## src/rtl/modulation_pkg.sv

```systemverilog
// ---------------------------------------------------------------------------
// modulation_pkg
// Shared constants and helpers for the modulation chain.
//   BPS_QPSK / BPS_QAM16 : supported bits-per-symbol values
//   LVL_*                : Gray constellation levels in units of AMP
//   gray_level()         : per-axis Gray code -> signed level
// ---------------------------------------------------------------------------
package modulation_pkg;

    localparam int BPS_QPSK  = 2;
    localparam int BPS_QAM16 = 4;

    localparam int LVL_M3 = -3;
    localparam int LVL_M1 = -1;
    localparam int LVL_P1 = 1;
    localparam int LVL_P3 = 3;

    // bits holds the per-axis code right-aligned. QPSK uses bits[0] only.
    // 16-QAM Gray order along the axis: 00, 01, 11, 10 -> -3, -1, +1, +3.
    function automatic int gray_level(input logic [1:0] bits, input int bps);
        int lvl;
        lvl = LVL_M1;
        if (bps == BPS_QPSK) begin
            lvl = bits[0] ? LVL_P1 : LVL_M1;
        end else begin
            case (bits)
                2'b00:   lvl = LVL_M3;
                2'b01:   lvl = LVL_M1;
                2'b11:   lvl = LVL_P1;
                default: lvl = LVL_P3;
            endcase
        end
        return lvl;
    endfunction

endpackage

```

## src/rtl/gray_axis_map.sv

```systemverilog
// ---------------------------------------------------------------------------
// gray_axis_map
// Combinational Gray mapping of one constellation axis.
//   bits_i  [BPS/2-1:0]  axis code (MSB first as received)
//   value_o [W-1:0]      signed level * AMP, two's complement
// ---------------------------------------------------------------------------
module gray_axis_map
    import modulation_pkg::*;
#(
    parameter int BPS = 2,
    parameter int W   = 16,
    parameter int AMP = 8192
) (
    input  logic [BPS/2-1:0]     bits_i,
    output logic signed [W-1:0]  value_o
);

    logic [1:0] code;

    // Right-align the axis code into the 2-bit form the helper expects.
    generate
        if (BPS == BPS_QPSK) begin : g_qpsk
            assign code = {1'b0, bits_i};
        end else begin : g_qam16
            assign code = bits_i;
        end
    endgenerate

    // Product of a small constant level and a parameter; folds to a 4-entry mux.
    always_comb begin
        value_o = W'(gray_level(code, BPS) * AMP);
    end

endmodule

```

## src/rtl/qam_bit_mapper.sv

```systemverilog
// ---------------------------------------------------------------------------
// qam_bit_mapper
// Packs BPS serial bits MSB-first and Gray-maps each group to an I/Q point.
//   clk       system clock, rising edge
//   resetn    asynchronous active-low reset
//   s_tvalid  input bit valid
//   s_tready  input bit accepted when s_tvalid & s_tready
//   s_tdata   input bit
//   m_tvalid  symbol valid
//   m_tready  downstream ready
//   m_tdata   {I[W-1:0], Q[W-1:0]}, two's complement
//   m_tlast   last symbol of each FRAME_SYMS-symbol frame
// ---------------------------------------------------------------------------
module qam_bit_mapper
    import modulation_pkg::*;
#(
    parameter int BPS        = 2,
    parameter int W          = 16,
    parameter int AMP        = 8192,
    parameter int FRAME_SYMS = 64
) (
    input  logic           clk,
    input  logic           resetn,
    input  logic           s_tvalid,
    output logic           s_tready,
    input  logic           s_tdata,
    output logic           m_tvalid,
    input  logic           m_tready,
    output logic [2*W-1:0] m_tdata,
    output logic           m_tlast
);

    localparam int HALF = BPS / 2;
    localparam int CW   = (BPS > 2) ? $clog2(BPS) : 1;
    localparam int FCW  = (FRAME_SYMS > 1) ? $clog2(FRAME_SYMS) : 1;
    localparam logic [CW-1:0]  CNT_LAST  = CW'(BPS - 1);
    localparam logic [FCW-1:0] FCNT_LAST = FCW'(FRAME_SYMS - 1);

    generate
        if (!(BPS == BPS_QPSK || BPS == BPS_QAM16)) begin : g_bad_bps
            $error("qam_bit_mapper: BPS must be 2 or 4");
        end
        if (3 * AMP > 2 ** (W - 1) - 1) begin : g_bad_amp
            $error("qam_bit_mapper: 3*AMP does not fit in signed W bits");
        end
        if (FRAME_SYMS < 1) begin : g_bad_frame
            $error("qam_bit_mapper: FRAME_SYMS must be at least 1");
        end
    endgenerate

    // Only the BPS-1 bits of a partial group need storage; the final bit is
    // taken straight from s_tdata when the group completes.
    logic [BPS-2:0]  sreg_q,     sreg_d;
    logic [CW-1:0]   cnt_q,      cnt_d;
    logic [FCW-1:0]  fcnt_q,     fcnt_d;
    logic            m_tvalid_q, m_tvalid_d;
    logic [2*W-1:0]  m_tdata_q,  m_tdata_d;
    logic            m_tlast_q,  m_tlast_d;

    logic            last_bit;
    logic            accept;
    logic            load;
    logic            out_hs;
    logic [BPS-1:0]  group_bits;
    logic [2*W-1:0]  mapped;
    logic signed [W-1:0] axis_val [2];

    assign last_bit = (cnt_q == CNT_LAST);
    // Ready depends only on state and m_tready, never on s_tvalid.
    assign s_tready = ~last_bit | ~m_tvalid_q | m_tready;
    assign accept   = s_tvalid & s_tready;
    assign load     = accept & last_bit;
    assign out_hs   = m_tvalid_q & m_tready;

    assign group_bits = {sreg_q, s_tdata};

    // Axis 0 is I (upper half of the group), axis 1 is Q (lower half).
    generate
        for (genvar gi = 0; gi < 2; gi++) begin : g_axis
            gray_axis_map #(
                .BPS (BPS),
                .W   (W),
                .AMP (AMP)
            ) u_map (
                .bits_i  (group_bits[BPS-1-gi*HALF -: HALF]),
                .value_o (axis_val[gi])
            );
        end
    endgenerate

    assign mapped = {axis_val[0], axis_val[1]};

    always_comb begin
        sreg_d     = sreg_q;
        cnt_d      = cnt_q;
        fcnt_d     = fcnt_q;
        m_tvalid_d = m_tvalid_q;
        m_tdata_d  = m_tdata_q;
        m_tlast_d  = m_tlast_q;

        if (accept) begin
            sreg_d = group_bits[BPS-2:0];
            cnt_d  = last_bit ? '0 : cnt_q + CW'(1);
        end

        if (out_hs) begin
            fcnt_d     = (fcnt_q == FCNT_LAST) ? '0 : fcnt_q + FCW'(1);
            m_tvalid_d = 1'b0;
        end

        // fcnt_d already accounts for a symbol draining this same cycle, so
        // it is the frame position of the symbol being loaded.
        if (load) begin
            m_tvalid_d = 1'b1;
            m_tdata_d  = mapped;
            m_tlast_d  = (fcnt_d == FCNT_LAST);
        end
    end

    always_ff @(posedge clk or negedge resetn) begin
        if (!resetn) begin
            sreg_q     <= '0;
            cnt_q      <= '0;
            fcnt_q     <= '0;
            m_tvalid_q <= 1'b0;
            m_tdata_q  <= '0;
            m_tlast_q  <= 1'b0;
        end else begin
            sreg_q     <= sreg_d;
            cnt_q      <= cnt_d;
            fcnt_q     <= fcnt_d;
            m_tvalid_q <= m_tvalid_d;
            m_tdata_q  <= m_tdata_d;
            m_tlast_q  <= m_tlast_d;
        end
    end

    assign m_tvalid = m_tvalid_q;
    assign m_tdata  = m_tdata_q;
    assign m_tlast  = m_tlast_q;

endmodule

```

## config.mk

```make
export PLATFORM = sky130hd
export DESIGN_NAME = qam_bit_mapper
export DESIGN_NICKNAME = d
export VERILOG_FILES = /design/src/rtl/modulation_pkg.sv /design/src/rtl/gray_axis_map.sv /design/src/rtl/qam_bit_mapper.sv
export SDC_FILE = /design/constraint.sdc
export NUM_CORES = 1
export LEC_CHECK = 0
export BUFFER_PORTS_ARGS = -buffer_cell sky130_fd_sc_hd__clkbuf_2
export CORE_UTILIZATION = 48
export DETAILED_ROUTE_END_ITERATION = 10
export PLACE_DENSITY = 0.83
export SLEW_MARGIN = 10
export SYNTH_ARGS = -nofsm -noshare
export SYNTH_HDL_FRONTEND = slang
export SYNTH_SLANG_ARGS = --single-unit
```

## constraint.sdc

```tcl
create_clock -name clk -period 3.3 [get_ports clk]
set_input_delay 0.495 -clock clk [delete_from_list [all_inputs] [get_ports clk]]
set_output_delay 0.495 -clock clk [all_outputs]
set_load 0.02 [all_outputs]
```

* Word-level counts from Yosys, hierarchy flattened
Index checks and enable logic that the tools add are counted.
** Word-level totals
- Register bits :: 16
- Input port bits :: 5
- Logic and storage cells :: 25
** Cells by class
- $add $sub $neg :: 2
- Equality and inequality tests :: 2
- Muxes and demuxes :: 7
- Bitwise logic cells :: 7
- Reductions and logical operators :: 1
** Operators with widths (count)
- 6-bit equality test (second input constant) :: 2
- 6-bit 2-to-1 mux :: 2
- 6-bit by 1-bit adder with 6-bit output (second input constant) :: 1
- 3-bit 2-to-1 mux :: 2
- 1-bit AND :: 3
- 1-bit 2-to-1 mux :: 3
- 1-bit NOT :: 2
- 1-bit bitwise OR :: 2
- 2-bit nonzero test :: 1
- 1-bit adder (second input constant) :: 1

* Depth between registers and ports, before layout
Gate-level depths: netlist (run 1).
- Depth in word-level cells :: 6
- Gate-level depth with buffers :: 6

* By module
From an unflattened synthesis (run 1), not the netlist that was laid out.
** Unflattened totals
- Cells, all modules :: 160
- Area, all modules :: 2123.3 um^2
** Modules (own cells, without submodules)
- qam_bit_mapper :: times used 1, cells each 124, area an instance 1875.5 um^2, seq. area each 1051.0 um^2
- gray_axis_map :: times used 2, cells each 18, area an instance 123.9 um^2, seq. area each 0.0 um^2

* Worst setup path before layout (run 1)
No wires, ideal clock.
- Path kind :: register to register
- From :: register m_tvalid_q, in the netlist m_tvalid
- To :: register m_tlast_q, in the netlist m_tlast
- Setup time :: 0.092 ns
- Arrival time :: 1.520 ns
- Data required time :: 3.208 ns
- Slack :: 1.688 ns
- Cell stages (with the launch flop) :: 6
- Clock period less this slack :: 1.612 ns
- Cells stage by stage :: dfrtp_1 -> nand3_2 -> or4_1 -> nand2_1 -> o21ai_2 -> o31ai_2
** RTL lines
- start, declared :: RTL line qam_bit_mapper.sv:56 : logic m_tvalid_q, m_tvalid_d;
- start signal, assigned :: RTL line qam_bit_mapper.sv:132 : m_tvalid_q <= m_tvalid_d;
- 1-bit AND :: RTL line qam_bit_mapper.sv:73 : assign out_hs = m_tvalid_q & m_tready;
- 6-bit 2-to-1 mux :: RTL line qam_bit_mapper.sv:106 : if (out_hs) begin
- via fcnt_d[5] :: RTL line qam_bit_mapper.sv:55 : logic [FCW-1:0] fcnt_q, fcnt_d;
- 6-bit equality test :: RTL line qam_bit_mapper.sv:116 : m_tlast_d = (fcnt_d == FCNT_LAST);
- end signal, assigned :: RTL line qam_bit_mapper.sv:134 : m_tlast_q <= m_tlast_d;
- end, declared :: RTL line qam_bit_mapper.sv:58 : logic m_tlast_q, m_tlast_d;
The timed path passes the listed nets, and every way through them passes these cells.
A chain may end at the register's enable or synchronous reset.

* Worst setup path in the final report (run 1)
- From :: register fcnt_q[0]
- To :: register m_tlast_q, in the netlist m_tlast
** On the way
- Word-level cells in the longest chain between the ends :: 4
** Ends and longest elaborated chain
- start, declared :: RTL line qam_bit_mapper.sv:55
- start signal, assigned :: RTL line qam_bit_mapper.sv:131 : fcnt_q <= fcnt_d;
- 6-bit by 1-bit adder with 6-bit output or 6-bit equality test (tied branches) :: RTL line qam_bit_mapper.sv:107 : fcnt_d = (fcnt_q == FCNT_LAST) ? '0 : fcnt_q + FCW'(1);
- 6-bit 2-to-1 mux :: RTL line qam_bit_mapper.sv:107
- 6-bit 2-to-1 mux * :: RTL line qam_bit_mapper.sv:106
- 6-bit equality test * :: RTL line qam_bit_mapper.sv:116
Mark *: on every way between the ends. The rest lies on a longest branch, timed or not.

==> impl_metrics.json, run 1 <==
{
  "worstPathRequired_ps": 3450,
  "ctsRootBufferMaster": "clkbuf_4",
  "worst-r2r-cell-count": 6,
  "postSynthAreaPerCell_um2": 9.149,
  "clock_power_share_pct": 17.5,
  "crit_buf_inv": 0,
  "finalHoldViolCount": 0,
  "power.density_mw_per_mm2": 649.6,
  "crit_family": "flip-flops",
  "critical_path.cell_chain": "ha_1 > nand3_1 > nand2_1 > a21boi_0 > o21ai_0 > o31ai_2",
  "p_sw_share_pct": 42.21,
  "firstDrtPassIters": 9,
  "cell_internal_pwr_w": 0.0003147,
  "post_cts.resized_instances": 0,
  "timing.final.ws_setup_ps": 1707,
  "power.switching_w": 0.0002299,
  "core.rowCount": 14,
  "yosys.area.top_type_share_pct": 38.24,
  "fin_nets": 113,
  "syn_area_um2": 850.8,
  "track_usage_pct": 14.53,
  "tritoncts.num_buffers": 3,
  "io_buffer_count": 13,
  "grt_max_degree": 14,
  "syn_to_final_growth_pct": -1.471,
  "routed_wl_um": 1279,
  "p_seq_share_pct": 47.7,
  "path_clk_slew_ps": 70,
  "gp_congestion": 0.8965,
  "core_footprint_mm2": 0.001577,
  "worst-path-max-fanout": 7,
  "synth_warnings": 0,
  "final_min_period_over_clock_period_pct": 48.27,
  "post_synth_num_cell_types": 26,
  "dp_worst_slack_ps": 1556,
  "post_synth_main_area_contributors": "dfrtp_1, buf_4, nand2_1, o21ai_0, nand3_1",
  "post_synthesis_sequential_element_count": 13,
  "floorplan.die_area_mm2": 0.001945,
  "htreeDepth": 1,
  "n_fill_cell": 148,
  "outcome": "finished with violations",
  "setup_fix_buffers_added_after_clock_tree_synthesis": 0,
  "synth_sequential_area_ratio_pct": 38.24,
  "peakVddDrop_v": 0.0003071,
  "tritoncts": "built",
  "cap_violations": 0,
  "delay_of_the_slowest_cell_on_the_worst_path_ps": 460,
  "clk-insertion-delay-late_ps": 270,
  "synth_top_cell_by_area": "dfrtp_1",
  "netlist_instances": 93,
  "fin_worst_skew_ps": 0.8223,
  "worst_setup_path_startpoint": "fcnt_q[0]",
  "top_level_ports": 40,
  "rr_startpoint": "fcnt_q[0]",
  "grt_setup_unrepaired": "false",
  "p_leak_nw": 0.4311,
  "viasPerCell": 4.795,
  "detail_route.iter0.violations": 21,
  "regToRegEndpoint": "m_tlast",
  "cts.hold.buffers_added": 0,
  "maxSlewViolCount": 0,
  "timing.hold.worst.class": "in -> async",
  "finalCoreUtilization_pct": 53.17,
  "critPathSlowestCell": "dfrtp_1",
  "setup.worst_path.end_class": "flip-flop",
  "hpwl_um": 1013,
  "violations": "design-rule violations",
  "initial_utilization_pct": 53.97,
  "chipHeight_um": 44.10,
  "reg2reg_slack_ps": 1710,
  "worst-setup-path-type": "reg -> reg",
  "drt.antenna.violating_nets": 0,
  "number_of_antenna_violations_at_the_first_check_in_global_routing": 0,
  "grt_pass1_wl_um": 2028,
  "arrival_ps": 1750,
  "antenna-diode-count": 0,
  "x_dimension_of_the_die_um": 44.10,
  "cts_sinks": 13,
  "layout-drive-gt1-share_pct": 20.75,
  "clock_tree.buffer_depth": 2,
  "finalSetupViolations": 0,
  "final.setup.tns_ps": 0,
  "avgRoutedWirePerCell_um": 10.48,
  "drc": 3,
  "comb_power_share_pct": 34.8,
  "post-route-min-period_ps": 1593,
  "start_kind": "flip-flop",
  "gr_overflow_total": 0,
  "route.vias.total": 585,
  "maxClockFrequency_mhz": 627.7,
  "grt_pass1_vias": 472
}
## worst reg2reg max path, stage by stage, from the launching register on
cell and delay [ps]:
dfrtp_1 460, ha_1 300, nand3_1 190, nand2_1 90, a21boi_0 70, o21ai_0 270
o31ai_2 90
## how the worst max path moves through the flow
| stage | cells after the start | slack [ps] | end |
|---|---|---|---|
| after floorplan | 5 | 1690 | m_tlast |
| after global placement | 6 | 1590 | m_tlast |
| after detailed placement | 6 | 1560 | m_tlast |
| after CTS | 5 | 1710 | m_tlast |
| after global routing | 5 | 1540 | m_tlast |
| final | 6 | 1710 | m_tlast |
## kinds of logic (layout without fill, tap and decap cells)
group	after synthesis	after routing	share of synthesized area (%)
buffers and inverters	29	17	25.59
other	1	26	0.4408
xor gates and xnor gates	3	3	3.089
and+or+nand+nor	31	31	18.68
AOI/OAI and AO/OA	14	14	11.18
DFF	13	13	38.24
muxes	1	1	1.323
adders and majority gates	1	1	1.470
## flip-flops by register name, summed over array words and instances, names as in the netlist
name      cells
cnt_q         1
m_tlast       1
fcnt_q        6
m_tdata       3
sreg_q        1
m_tvalid      1
## power groups by stage
stage | Sequential (W) | Combinational, W | Clock (W)
floorplan | 0.000262 | 0.000164 | 0
global placement | 0.000256 | 0.000181 | 0
detailed placement | 0.000261 | 0.000190 | 0
CTS | 0.000259 | 0.000191 | 0.0000977
global route | 0.000267 | 0.000212 | 0.000107
finish | 0.000260 | 0.000190 | 0.0000954
## Yosys cell counts (all sizes together)
cell type	instances
buf	29
nand2	15
dfrtp	13
o21ai	6
nand3	5
nand2b	3
o31ai	3
a21oi	2
nor2	2
xor2	2
a21boi	1
a32oi	1
and3	1
and3b	1
conb	1
ha	1
mux2	1
nand3b	1
nor4	1
o21a	1
or2b	1
or4	1
xnor2	1
## metal layers
layer	up-vias	wire, um	global-route usage (%)
met5	-	0	0
met4	0	27	10.30
met3	4	88	2.449
met2	35	643	23.24
met1	263	521	17.66
li1	283	-	-
## cell type report
| cell class | instances | area [um^2] | area share [%] |
|---|---|---|---|
| Multi-Input combinational cell | 76 | 401.6 | 47.91 |
| Sequential cell | 13 | 325.3 | 38.81 |
| Timing Repair Buffer | 13 | 65.06 | 7.761 |
| Clock buffer | 4 | 26.28 | 3.134 |
| Tap cell | 16 | 20.02 | 2.388 |
## placed cells by master (no fill, tap or decap)
master and n:
o31ai_2 1, o21ai_0 5, or4_1 1, nor4_1 1, nand3_1 4, clkbuf_4 3, conb_1 26, or2b_1 1
o31ai_1 2, ha_1 1, a32oi_1 1, clkbuf_2 13, and3_2 1, nor2_1 2, clkbuf_1 1, a21boi_0 1
xor2_1 2, a21oi_1 2, nand2b_1 3, mux2_2 1, and3b_2 1, o21a_1 1, xnor2_1 1, nand3_2 1
nand3b_1 1, o21ai_2 1, dfrtp_1 13, nand2_1 15
## through the flow
| step | hold slack, ps | cell area, um^2 | power, W | cells |
|---|---|---|---|---|
| after CTS | 110.2 | 838.3 | 0.0005469 | 122 |
| final | 94.97 | 838.3 | 0.0005446 | 122 |
| after floorplan | 199.4 | 944.7 | 0.0004266 | 118 |
| after global placement | 402.8 | 812.0 | 0.0004377 | 118 |
| after detailed placement | 405.0 | 812.0 | 0.0004512 | 118 |
| after global routing | 117.8 | 838.3 | 0.0005862 | 122 |
No activity file was read; power rests on OpenSTA's default activity.
==> run 2, diff against run 1 <==
--- a/config.mk
+++ b/config.mk
@@ -6,9 +6,9 @@
 export NUM_CORES = 1
 export LEC_CHECK = 0
 export BUFFER_PORTS_ARGS = -buffer_cell sky130_fd_sc_hd__clkbuf_2
-export CORE_UTILIZATION = 48
+export CORE_UTILIZATION = 45
 export DETAILED_ROUTE_END_ITERATION = 10
-export PLACE_DENSITY = 0.83
+export PLACE_DENSITY = 0.79
 export SLEW_MARGIN = 10
 export SYNTH_ARGS = -nofsm -noshare
 export SYNTH_HDL_FRONTEND = slang
==> constraint.sdc (replaced) <==
create_clock -name clk -period 1.65 [get_ports clk]
set_input_delay 0.2475 -clock clk [delete_from_list [all_inputs] [get_ports clk]]
set_output_delay 0.2475 -clock clk [all_outputs]
set_load 0.02 [all_outputs]
==> impl_metrics.json, run 2 (synthesized netlist as in run 1, its figures left out) <==
{
  "gp_congestion": 0.7978,
  "grt_pass1_wl_um": 2049,
  "htreeDepth": 1,
  "route.vias.total": 607,
  "start_kind": "flip-flop",
  "post-route-min-period_ps": 1526,
  "path_clk_slew_ps": 70,
  "viasPerCell": 4.564,
  "track_usage_pct": 14.78,
  "worst_hold_startpoint": "s_tdata",
  "holdPathStages": 2,
  "maxClockFrequency_mhz": 655.3,
  "routed_wl_um": 1281,
  "setup.worst_path.end_class": "flip-flop",
  "reg2reg_slack_ps": 120,
  "final_min_period_over_clock_period_pct": 92.49,
  "drt.antenna.violating_nets": 0,
  "layout-drive-gt1-share_pct": 25.00,
  "n_fill_cell": 191,
  "mostFrequentLayoutCell": "conb_1",
  "clock_tree.buffer_depth": 2,
  "maxSlewViolCount": 0,
  "dp_worst_slack_ps": 83.72,
  "post-place-cells": 128,
  "firstDrtPassIters": 4,
  "finalNonFillerCells": 133,
  "core.rowCount": 15,
  "power.density_mw_per_mm2": 1256,
  "antenna-diode-count": 0,
  "ctsRootBufferMaster": "clkbuf_4",
  "avgRoutedWirePerCell_um": 9.632,
  "worst-setup-path-type": "reg -> reg",
  "fin_worst_skew_ps": 0.7203,
  "io_buffer_count": 13,
  "p_leak_nw": 0.4355,
  "final.setup.tns_ps": 0,
  "cts_sinks": 13,
  "grt_max_degree": 14,
  "grt_pass1_vias": 498,
  "layout_common_cells": "conb_1, nand2_1, clkbuf_2",
  "worst-path-max-fanout": 6,
  "largest_register_ffs": 6,
  "worstPathRequired_ps": 1840,
  "number_of_antenna_violations_at_the_first_check_in_global_routing": 0,
  "multiInputGateArea_um2": 406.6,
  "peakVddDrop_v": 0.0005162,
  "timing.hold.worst.class": "in -> reg",
  "worst-r2r-cell-count": 5,
  "timing.final.ws_setup_ps": 123.9,
  "top_level_ports": 40,
  "floorplan.die_area_mm2": 0.002068,
  "tritoncts.num_buffers": 3,
  "clk-insertion-delay-late_ps": 270,
  "x_dimension_of_the_die_um": 45.48,
  "rr_startpoint": "fcnt_q[2]",
  "core_footprint_mm2": 0.001745,
  "finalHoldViolCount": 0,
  "total_power_w": 0.001099,
  "detail_route.iter0.violations": 10,
  "top_register": "fcnt_q",
  "initial_utilization_pct": 48.75,
  "grt_setup_unrepaired": "false",
  "gr_overflow_total": 0,
  "outcome": "complete, no violations",
  "cap_violations": 0,
  "register_area_um2": 327.8,
  "min_to": "m_tdata[15]",
  "finalSetupViolations": 0,
  "drc": 0,
  "tritoncts": "built",
  "syn_to_final_growth_pct": 2.794,
  "regToRegEndpoint": "m_tlast",
  "chipHeight_um": 45.48,
  "hpwl_um": 1011,
  "arrival_ps": 1710,
  "fin_nets": 115
}
[run 2: area by class of cell]
cell class                 instances  area share (%)
timing repair buffer              15           9.442
sequential                        13           37.48
multi-input combinational         76           46.49
clock buffer                       4           3.004
tap                               25           3.577
[run 2: what timing repair did]
| action | in CTS | in global routing |
|---|---|---|
| gates resized for setup | 0 | 4 |
| endpoints found under the hold margin | 13 | 0 |
| hold buffers | 1 | 0 |
| buffers inserted | 0 | 0 |
| setup endpoints to repair | 0 | 1 |
[run 2: worst max-delay path by stage]
| stage | start | depth (start not counted) | to | slack (ps) |
|---|---|---|---|---|
| 2_1_floorplan | m_tvalid | 5 | m_tlast | 40 |
| 3_3_place_gp | fcnt_q[0] | 6 | m_tlast | 170 |
| 3_5_place_dp | fcnt_q[2] | 5 | m_tlast | 80 |
| 4_1_cts | fcnt_q[2] | 5 | m_tlast | 70 |
| 5_1_grt | fcnt_q[2] | 5 | m_tlast | 10 |
| 6_report | fcnt_q[2] | 5 | m_tlast | 120 |
[run 2: through the flow]
| step | cell area, um^2 | hold WS [ps] | util, % |
|---|---|---|---|
| floorplan | 944.7 | -48.09 | - |
| global placement | 830.8 | 154.9 | 47.60 |
| detailed placement | 830.8 | 161.3 | 47.60 |
| CTS | 867.1 | 174.0 | 49.68 |
| global route | 874.6 | 179.7 | 50.11 |
| finish | 874.6 | 181.1 | 50.11 |
[run 2: critical path, cell delays in order, from the launching register on]
cell	delay (ps)
dfrtp_2	420
nand3_2	120
or4_1	530
nand2_2	100
o21ai_2	60
o31ai_2	220
[run 2: where the power goes]
part	total (W)	internal, W	switching (W)
clock	0.000192	0.0000938	0.0000982
sequential	0.000515	0.000408	0.000107
combinational	0.000392	0.000143	0.000249
[run 2: routing by layer]
metal	share of wire, %	GRT usage [%]	vias up
met2	50	25.43	29
met5	0	0	-
met4	1.0	5.455	0
li1	-	-	289
met3	8.0	8.333	3
met1	41	14.68	286
==> run 3, diff against run 2 <==
--- a/config.mk
+++ b/config.mk
@@ -5,10 +5,11 @@
 export SDC_FILE = /design/constraint.sdc
 export NUM_CORES = 1
 export LEC_CHECK = 0
-export BUFFER_PORTS_ARGS = -buffer_cell sky130_fd_sc_hd__clkbuf_2
+export BUFFER_PORTS_ARGS = -buffer_cell sky130_fd_sc_hd__buf_4
 export CORE_UTILIZATION = 45
 export DETAILED_ROUTE_END_ITERATION = 10
 export PLACE_DENSITY = 0.79
+export RECOVER_POWER = 25
 export SLEW_MARGIN = 10
 export SYNTH_ARGS = -nofsm -noshare
 export SYNTH_HDL_FRONTEND = slang
==> impl_metrics.json, run 3 (synthesized netlist as in run 1, its figures left out) <==
{
  "outcome": "complete, no violations",
  "p_leak_nw": 0.4461,
  "final_min_period_over_clock_period_pct": 90.82,
  "gp_congestion": 0.9243,
  "worstPathRequired_ps": 1850,
  "start_kind": "flip-flop",
  "grt_pass1_wl_um": 2249,
  "grt_pass1_vias": 497,
  "initial_utilization_pct": 48.75,
  "routed_wl_um": 1436,
  "maxClockFrequency_mhz": 667.3,
  "top_level_ports": 40,
  "htreeDepth": 1,
  "arrival_ps": 1690,
  "clock_tree.buffer_depth": 2,
  "fin_worst_skew_ps": 1.127,
  "number_of_antenna_violations_at_the_first_check_in_global_routing": 0,
  "smallest_hold_slack_ps": 162.0,
  "setup.worst_path.end_class": "flip-flop",
  "timing.max_slew.rel_slack_pct": 54.47,
  "gr_overflow_total": 0,
  "worst-setup-path-type": "reg -> reg",
  "viasPerCell": 4.478,
  "timing.hold.worst.class": "in -> reg",
  "worst-path-max-fanout": 6,
  "maxSlewViolCount": 0,
  "finalHoldViolCount": 0,
  "drt.antenna.violating_nets": 0,
  "avgRoutedWirePerCell_um": 10.72,
  "clk-insertion-delay-late_ps": 280,
  "largest_register_ffs": 6,
  "path_clk_slew_ps": 80,
  "peakVddDrop_v": 0.0006104,
  "finish.instance_area_um2": 915.9,
  "firstDrtPassIters": 4,
  "tightestPinTransition_ps": 682.9,
  "grt_max_degree": 14,
  "layout-drive-gt1-share_pct": 23.85,
  "drc": 0,
  "core.rowCount": 15,
  "io_buffer_count": 13,
  "tritoncts.num_buffers": 3,
  "core_footprint_mm2": 0.001745,
  "total_power_w": 0.001172,
  "cts_sinks": 13,
  "route.vias.total": 600,
  "grt_setup_unrepaired": "false",
  "register_area_um2": 327.8,
  "mostFrequentLayoutCell": "conb_1",
  "antenna-diode-count": 0,
  "syn_to_final_growth_pct": 7.647,
  "ctsRootBufferMaster": "clkbuf_4",
  "finalSetupViolations": 0,
  "n_fill_cell": 178,
  "chipHeight_um": 45.48,
  "final.setup.tns_ps": 0,
  "tritoncts": "built",
  "cap_violations": 0,
  "post-route-min-period_ps": 1499,
  "track_usage_pct": 15.58,
  "layout_common_cells": "conb_1, nand2_1, buf_4",
  "fin_nets": 116,
  "top_register": "fcnt_q",
  "finalCoreUtilization_pct": 52.47,
  "x_dimension_of_the_die_um": 45.48,
  "power.density_mw_per_mm2": 1280,
  "multiInputGateArea_um2": 411.6,
  "dpl-instance-area_um2": 863.3,
  "detail_route.iter0.violations": 22,
  "floorplan.die_area_mm2": 0.002068,
  "hpwl_um": 1014
}
[run 3: layer usage]
metal  part of all wire, %  global-route usage (%)  vias up  wire length, um
met4                   1.7                   7.273        0               25
met3                   5.8                   3.571        3               83
met5                     0                       0        -                0
met2                    48                   25.14       27              690
li1                      -                       -      291                -
met1                    44                   19.60      279              638
[run 3: path summary, 6_finish.rpt]
kind,cells after the start,from,to,slack [ps]
worst max register to register,5,fcnt_q[2],m_tlast,150
max in group asynchronous,2,resetn,fcnt_q[2],660
min in group asynchronous,2,resetn,fcnt_q[5],520
worst min-delay path,2,s_tdata,m_tdata[15],160
worst min register to register,1,sreg_q,m_tdata[30],470
worst max-delay path,5,fcnt_q[2],m_tlast,150
[run 3: power by group]
part	internal (W)	total [W]	switching [W]
logic	0.000185	0.000452	0.000266
clock network	0.0000939	0.000197	0.000103
registers	0.000407	0.000524	0.000117
total	0.000687	0.00117	0.000486
[run 3: critical path: stages (launching register included)]
cell	delay, ps
dfrtp_2	430
nand3_4	110
or4_1	500
nand2_1	110
o21ai_2	60
o31ai_2	200
[run 3: repair_timing]
action	in CTS	in global routing
hold endpoints to repair	13	0
resized for setup	0	4
endpoints found under the setup margin	0	1
setup buffers	0	1
hold buffers	1	0
[run 3: metrics by stage]
| stage | instances | worst slack, ps |
|---|---|---|
| 2_1_floorplan | 118 | 38.06 |
| 3_3_place_gp | 128 | 123.0 |
| 3_5_place_dp | 128 | 115.7 |
| 4_1_cts | 133 | 65.63 |
| 5_1_grt | 134 | 9.065 |
| 6_report | 134 | 151.4 |
[run 3: layout make-up]
type                    instances  area share (%)
multi-input cells              76           44.95
flip-flops and latches         13           35.79
repair buffers                 16           12.98
well taps                      25           3.415
clock buffers                   4           2.869
